===== config.mk =====
export PLATFORM = sky130hd
export DESIGN_NAME = pmp_cfg_regs
export DESIGN_NICKNAME = d
export VERILOG_FILES = /design/src/rtl/pmp_cfg_regs.sv
export SDC_FILE = /design/constraint.sdc
export NUM_CORES = 2
export LEC_CHECK = 0
export BUFFER_PORTS_ARGS = -buffer_cell sky130_fd_sc_hd__buf_2
export CAP_MARGIN = 10
export CELL_PAD_IN_SITES_DETAIL_PLACEMENT = 0
export CELL_PAD_IN_SITES_GLOBAL_PLACEMENT = 1
export CORE_AREA = 10 10 442 444
export CTS_CLUSTER_DIAMETER = 30
export CTS_CLUSTER_SIZE = 20
export DETAILED_ROUTE_END_ITERATION = 12
export DIE_AREA = 0 0 452 454
export HOLD_SLACK_MARGIN = 0.02
export PLACE_DENSITY_LB_ADDON = 0.1
export SKIP_CTS_REPAIR_TIMING = 1
export SYNTH_ARGS = -nofsm -noshare
export SYNTH_HDL_FRONTEND = slang
export SYNTH_SLANG_ARGS = --single-unit

===== constraint.sdc =====
create_clock -name clk_i -period 27.3 [get_ports clk_i]
set_clock_uncertainty 0.05 [all_clocks]
set_input_delay 0 -clock clk_i [delete_from_list [all_inputs] [get_ports clk_i]]
set_output_delay 0 -clock clk_i [all_outputs]
set_load 0.03 [all_outputs]

===== src/rtl/pmp_cfg_regs.sv =====
// pmp_cfg_regs: register-mapped pmpcfg/pmpaddr store with WARL and lock rules, feeding the PMP checker
//   clk_i, rst_i (async, active high)
//   reg_*  : single-outstanding request port (valid/ready, write, byte addr, wdata, wstrb)
//   rsp_*  : response port (valid/ready, rdata, error)
//   conf_o : 16 packed cfg bytes {L, 2'b0, A[1:0], X, W, R}, entry e at [8e +: 8]
//   conf_addr_o : 16 masked pmpaddr views, entry e at [PMP_LEN*e +: PMP_LEN]
module pmp_cfg_regs #(
  parameter int unsigned NR_ENTRIES     = 16,
  parameter int unsigned PMP_LEN        = 54,
  parameter int unsigned PMPGranularity = 2
) (
  input  logic                    clk_i,
  input  logic                    rst_i,
  input  logic                    reg_valid_i,
  output logic                    reg_ready_o,
  input  logic                    reg_write_i,
  input  logic [7:0]              reg_addr_i,
  input  logic [63:0]             reg_wdata_i,
  input  logic [7:0]              reg_wstrb_i,
  output logic                    rsp_valid_o,
  input  logic                    rsp_ready_i,
  output logic [63:0]             rsp_rdata_o,
  output logic                    rsp_error_o,
  output logic [16*8-1:0]         conf_o,
  output logic [16*PMP_LEN-1:0]   conf_addr_o
);
  localparam logic [1:0] A_TOR   = 2'd1;
  localparam logic [1:0] A_NA4   = 2'd2;
  localparam logic [1:0] A_NAPOT = 2'd3;
  // NAPOT forces bits [G-2:0] high; OFF/TOR force bits [G-1:0] low; both masks are 0 for G=0
  localparam logic [PMP_LEN-1:0] M_NAPOT = PMPGranularity >= 1 ?
    ((PMP_LEN'(1) << PMPGranularity) >> 1) - PMP_LEN'(1) : '0;
  localparam logic [PMP_LEN-1:0] M_OFF = (PMP_LEN'(1) << PMPGranularity) - PMP_LEN'(1);
  typedef enum logic {S_IDLE, S_RESP} state_t;
  state_t             r_state, w_state_nxt;
  logic [7:0]         r_cfg  [16];
  logic [7:0]         w_cfg_nxt [16];
  logic [PMP_LEN-1:0] r_addr [16];
  logic [PMP_LEN-1:0] w_addr_nxt [16];
  logic [PMP_LEN-1:0] r_view [16];
  logic [PMP_LEN-1:0] w_view_nxt [16];
  logic [63:0]        r_rdata, w_rdata_nxt;
  logic               r_err;
  logic               w_acc, w_wr, w_is_cfg, w_is_addr, w_err;
  logic [3:0]         w_idx;
  function automatic logic cfg_legal(input logic [7:0] b);
    return b[1:0] != 2'b10 && !(b[4:3] == A_NA4 && PMPGranularity >= 1);
  endfunction
  function automatic logic [PMP_LEN-1:0] addr_view(input logic [PMP_LEN-1:0] a, input logic [1:0] m);
    return m == A_NAPOT ? a | M_NAPOT : m == A_NA4 ? a : a & ~M_OFF;
  endfunction
  assign w_acc       = reg_valid_i && r_state == S_IDLE;
  assign w_is_cfg    = reg_addr_i[2:0] == 3'b0 && reg_addr_i[7:4] == 4'h0;
  assign w_is_addr   = reg_addr_i[2:0] == 3'b0 && reg_addr_i[7];
  assign w_err       = !(w_is_cfg || w_is_addr);
  assign w_wr        = w_acc && reg_write_i && !w_err;
  assign w_idx       = reg_addr_i[6:3];
  assign reg_ready_o = r_state == S_IDLE;
  assign rsp_valid_o = r_state == S_RESP;
  assign rsp_rdata_o = r_rdata;
  assign rsp_error_o = r_err;
  always_comb begin
    w_state_nxt = r_state == S_IDLE ? (reg_valid_i ? S_RESP : S_IDLE) : (rsp_ready_i ? S_IDLE : S_RESP);
  end
  // lock checks use the pre-write cfg, so one write may set L and change XWR together
  always_comb begin
    for (int unsigned e = 0; e < 16; e++) begin
      w_cfg_nxt[e]  = r_cfg[e];
      w_addr_nxt[e] = r_addr[e];
      if (w_wr && w_is_cfg && reg_addr_i[3] == e[3] && reg_wstrb_i[e % 8] && e < NR_ENTRIES &&
          !r_cfg[e][7] && cfg_legal(reg_wdata_i[8*(e%8) +: 8]))
        w_cfg_nxt[e] = reg_wdata_i[8*(e%8) +: 8] & 8'h9F;
      if (w_wr && w_is_addr && w_idx == e[3:0] && &reg_wstrb_i && e < NR_ENTRIES && !r_cfg[e][7] &&
          !(e + 1 < NR_ENTRIES && r_cfg[4'(e + 1)][7] && r_cfg[4'(e + 1)][4:3] == A_TOR))
        w_addr_nxt[e] = reg_wdata_i[PMP_LEN-1:0];
      w_view_nxt[e] = addr_view(w_addr_nxt[e], w_cfg_nxt[e][4:3]);
    end
  end
  always_comb begin
    w_rdata_nxt = '0;
    if (!reg_write_i && w_is_cfg)
      for (int k = 0; k < 8; k++) w_rdata_nxt[8*k +: 8] = r_cfg[{reg_addr_i[3], 3'(k)}];
    else if (!reg_write_i && w_is_addr)
      w_rdata_nxt = 64'(r_view[w_idx]);
  end
  // the address view is registered from next-state values so the checker sees a glitch-free copy
  always_ff @(posedge clk_i or posedge rst_i) begin
    if (rst_i) begin
      r_state <= S_IDLE;
      r_rdata <= '0;
      r_err   <= 1'b0;
      for (int e = 0; e < 16; e++) begin
        r_cfg[e]  <= '0;
        r_addr[e] <= '0;
        r_view[e] <= '0;
      end
    end else begin
      r_state <= w_state_nxt;
      r_cfg   <= w_cfg_nxt;
      r_addr  <= w_addr_nxt;
      r_view  <= w_view_nxt;
      if (w_acc) begin
        r_rdata <= w_rdata_nxt;
        r_err   <= w_err;
      end
    end
  end
  for (genvar g = 0; g < 16; g++) begin : g_out
    assign conf_o[8*g +: 8]                 = r_cfg[g];
    assign conf_addr_o[PMP_LEN*g +: PMP_LEN] = r_view[g];
  end
endmodule


Word-level counts from Yosys, hierarchy flattened. Cells that the tools add are included.

Bitwise gates (word level): 11. Divide/modulo/power cells: 0. Equality and inequality tests: 78. Shift-type cells: 0. $add $sub $neg: 0. Order comparisons: 9. $mul: 0. Reduce and logical (&&, ||, !) cells: 191. Muxes and demuxes: 96.

Operator list (count): 54-bit two-way mux (19); 8-bit binary-select mux with 4-bit select (8); 54-bit binary-select mux with 4-bit select (1); 1-bit logical AND (145); 8-bit two-way mux (16); 2-bit equality test (second input constant) (40); 5-bit two-way mux (16); 2-bit two-way mux (32); 64-bit two-way mux (1); 5-bit >= comparator (second input constant) (9); 4-bit NOT with 5-bit output (9); 1-bit zero test (41); 4-bit equality test (second input constant) (8); 2-bit by 1-bit equality test with 1-bit output (second input constant) (15); 4-bit by 3-bit equality test with 1-bit output (second input constant) (4); 2-bit inequality test (second input constant) (8); 4-bit by 2-bit equality test with 1-bit output (second input constant) (2); 4-bit zero test (2); 8-bit AND reduction (1); 4-bit by 1-bit equality test with 1-bit output (second input constant) (1); 3-bit zero test (1); 1-bit two-way mux (3); 1-bit NOT (2); 1-bit logical OR (1).

Memories kept: 0. Latch bits: 0. Bits in registers: 1890. Logic and storage cells: 452. Input bits: 85. Memory bits (writable): 0. ROM bits: 0.

Depth between registers and ports, before layout.
Word-level depth: 13. Depth in mapped cells: 9. Depth with buffers taken out: 5.

Least setup slack after synthesis. No wires, ideal clock.

Path kind: register to register. Start: register r_state (netlist: rsp_valid_o). End: register r_addr[815] (netlist name). Data required time: 27.125 ns. Arrival: 2.067 ns. Library setup time: 0.125 ns. Period minus slack after synthesis: 2.241 ns. Path slack: 25.059 ns. Cell stages (with the launch flop): 8. Cell sequence: dfrtp_1 > nand3b_1 > nor4_4 > buf_4 > and4_1 > buf_4 > buf_4 > mux2_2.

Word-level cells in the longest chain between the ends: 10.

Ends and longest elaborated chain: start, declared (line 35) `state_t r_state, w_state_nxt;`; start signal, assigned (line 98) `r_state <= w_state_nxt;`; 1-bit NOT; 1-bit logical AND (line 52) `assign w_acc = reg_valid_i && r_state == S_IDLE;`; 1-bit logical AND (2 in series) (line 56) `assign w_wr = w_acc && reg_write_i && !w_err;`; 1-bit logical AND (5 in series) (line 73) `if (w_wr && w_is_addr && w_idx == e[3:0] && &reg_wstrb_i && e < NR_ENTRIES && !r_cfg[e][7] &&`; 54-bit two-way mux (line 73); end signal, assigned (line 100) `r_addr <= w_addr_nxt;`; end, declared (line 38) `logic [PMP_LEN-1:0] r_addr [16];`.

Every way passes these cells. A chain may end at the register's enable or synchronous reset.

==> summary.json <==
{
  "status": "finished, final reports clean",
  "coreArea_mm2": 0.1866,
  "num-nets-final": 5347,
  "firstDrtPassIters": 7,
  "crit_chain": "dlygate4sd3_1, buf_2, or3_4, dlygate4sd3_1, nor4_4, dlygate4sd3_1, and4_4, buf_4, nand2_1, a31oi_1",
  "timing.critical_path.mode_cell": "dlygate4sd3_1",
  "start_kind": "primary input",
  "netlist_instances": 4723,
  "detailroute.wirelength.met3_mm": 15.71,
  "clock_latency_ns": 0.94,
  "drc": 0,
  "critical_path.reg2reg.endpoint": "conf_addr_o[378]",
  "setup.worst_path.end": "conf_addr_o[378]",
  "grt_pass1_wl_mm": 355.6,
  "worst_pin_slew_ns": 1.227,
  "cp_max_fo": 33,
  "clock_path_buffers": 4,
  "stdcell_count": 8038,
  "dp_hpwl_mm": 178.5,
  "vias_in_the_first_global_route": 39918,
  "cts_tree": "yes",
  "crit-reg2reg-launch": "rsp_valid_o",
  "max_stage_delay_ns": 0.79,
  "leakage_uw": 0.03640,
  "netlist_area_mm2": 0.05386,
  "wl_met2_mm": 131.6,
  "numPlacedInstances": 7226,
  "gr-total-overflow": 0,
  "core.rowCount": 159,
  "dr_total_vias": 38519,
  "number_of_nets_with_antenna_violations_after_detailed_routing": 0,
  "finalSetupViolations": 0,
  "peakVddDrop_mv": 0.05967,
  "synth.ff_latch_count": 1055,
  "worst_max_slew_margin_expressed_relative_to_the_limit": 0.1800,
  "yosys_most_used_dff": "dfrtp_1",
  "syn-mean-instance-area_um2": 11.40,
  "finalSetupTns_ns": 0,
  "fp.dieArea_mm2": 0.2052,
  "setup.reg_to_reg.worst_slack_ns": 23.20,
  "seq_power_share": 0.275,
  "synthesis.yosys.warnings": 0,
  "async_flop_share": 1.000,
  "hold_class": "in2reg",
  "clock_transition_time_at_the_flip_flop_clock_pins_of_the_worst_setup_and_hold_paths_ns": 0.04,
  "drt_iter0_drc": 2478,
  "place_congestion": 0.7834,
  "clock_power_share": 0.695,
  "finalWirelength_mm": 265.0,
  "routed_via_density": 4.792,
  "synth-seq-area-share": 0.4902,
  "final_max_slew_viol_count": 0,
  "cpMaxStageDelayCell": "buf_4",
  "max_clock_freq_ghz": 0.2320,
  "largest_net_degree_at_the_start_of_global_routing": 148,
  "die_w_um": 452,
  "p_per_cell_area_mw_per_mm2": 83.47,
  "cts.sink_count": 1055,
  "numPortBuffers": 1105,
  "final_layout_size_suffix_gt1_frac": 0.4552,
  "io-pin-count": 1144,
  "netlist-cell-type-count": 56,
  "finalHoldViolations": 0,
  "start_util": 0.2886,
  "antenna_found_initial": 23,
  "num-fill-cells": 18852,
  "rsz0062_at_grt": "false",
  "clock-root-buffer": "clkbuf_16",
  "p_sw_frac": 0.2170,
  "final_util": 0.3682,
  "detail_route.wirelength.met1_mm": 107.1,
  "routed.top_layer": "met5",
  "r2r.worst_path.cells": 7,
  "min_period_ns": 4.311,
  "clock_tree.htree_level_count": 5,
  "detail_routed_net_length_per_standard_cell_um": 32.97,
  "timing.critical_path.arrival_ns": 5.07,
  "p_comb_frac": 0.030,
  "synth-edff-count": 0,
  "criticalPathCategory": "in2reg",
  "maxCapViolCount": 0,
  "crit_required_ns": 28.06,
  "grt_use_total": 0.2470,
  "cts-buffers-inserted": 360,
  "layout_worst_path_cycle_share": 0.1579,
  "end_kind": "flip-flop",
  "area_growth_syn_to_layout_pct": 27.59,
  "p_switching_uw": 1245,
  "crit_start": "reg_addr_i[1]",
  "p_int_uw": 4491,
  "fp.dieH_um": 454
}
[registers in the layout (all words and copies together) (netlist names)]
signal,cells
rsp_valid_o,1
rsp_error_o,1
r_addr,864
conf_addr_o,32
conf_o,96
rsp_rdata_o,61
[area by class of cell]
class | instances | area (um^2) | area share
sequential | 1055 | 26400 | 0.3842
inverter | 36 | 138.9 | 0.002021
clock inverter | 100 | 1269 | 0.01846
tap | 2495 | 3122 | 0.04543
multi-input combinational | 2469 | 19440 | 0.2829
clock buffer | 527 | 10530 | 0.1533
timing repair buffer | 1340 | 7772 | 0.1131
antenna | 16 | 40.04 | 0.0005827
[per-layer routing]
layer,vias up,global-route usage
li1,16414,-
met1,20381,0.2959
met2,1311,0.4184
met3,411,0.06743
met4,2,0.1006
met5,-,0
[cell usage in the layout, fill, tap and decap left out, types with 81 or more instances in the layout]
master and n:
mux2_2 549, mux2i_1 122, clkbuf_1 82, mux4_2 216, dlygate4sd3_1 169, clkbuf_16 364, dfrtp_1 1055, clkbuf_8 81
buf_2 1102, nand2_1 1036, o21ai_0 189
[power groups by stage]
stage | Combinational (uW) | Clock, uW | Sequential [uW]
after global placement | 156 | 0 | 1600
after floorplan | 91.6 | 0 | 1600
final | 173 | 3990 | 1580
after CTS | 156 | 4040 | 1570
after detailed placement | 156 | 0 | 1600
after global routing | 186 | 4150 | 1570
[how the worst min path moves through the flow]
stage | from | endpoint | slack, ns | depth (start not counted)
CTS | rsp_ready_i | rsp_valid_o | -0.85 | 2
global route | reg_wdata_i[50] | r_addr[482] | 0.02 | 4
global placement | rsp_ready_i | rsp_valid_o | 0.13 | 2
detailed placement | rsp_ready_i | rsp_valid_o | 0.14 | 2
finish | reg_wdata_i[8] | r_addr[440] | 0.02 | 4
floorplan | rsp_ready_i | rsp_valid_o | 0.05 | 1
[critical path: cells and delay by family]
kind	cells	cell delay (ns)
simple gates	4	1.83
compound gates	1	0.21
buf+inv	5	2.97
[cells by family after synthesis]
family                 count (synthesis)  share of synthesized area
AOI/OAI and AO/OA                    322                    0.03659
and+or+nand+nor                     1223                    0.09163
buffers and inverters               1233                     0.1532
DFF                                 1055                     0.4902
muxes                                889                     0.2283
other                                  1                 0.00006963
[per-stage QoR]
stage               instance area, um^2  power [uW]  setup WS [ns]  hold WS (ns)
detailed placement                55180        1752          22.72        0.1357
CTS                               66980        5776          22.87       -0.8494
finish                            68710        5735          22.99       0.02306
global route                      68700        5909          22.55       0.02094
floorplan                         53990        1693          12.70       0.04645
global placement                  55170        1752          22.71        0.1336
[cell usage after synthesis, types with 36 or more instances]
library cell	count	area (um^2)
nand2_1	1036	3889
inv_1	36	135.1
dfrtp_1	1055	26400
a221oi_1	41	359.1
buf_4	877	6584
clkbuf_1	170	638.1
o21ai_0	189	945.9
nor2_1	76	285.3
mux4_2	216	4865
mux2_2	549	6182
buf_2	85	425.4
mux2i_1	122	1221
Note: power is estimated with default switching activity, not from simulation.
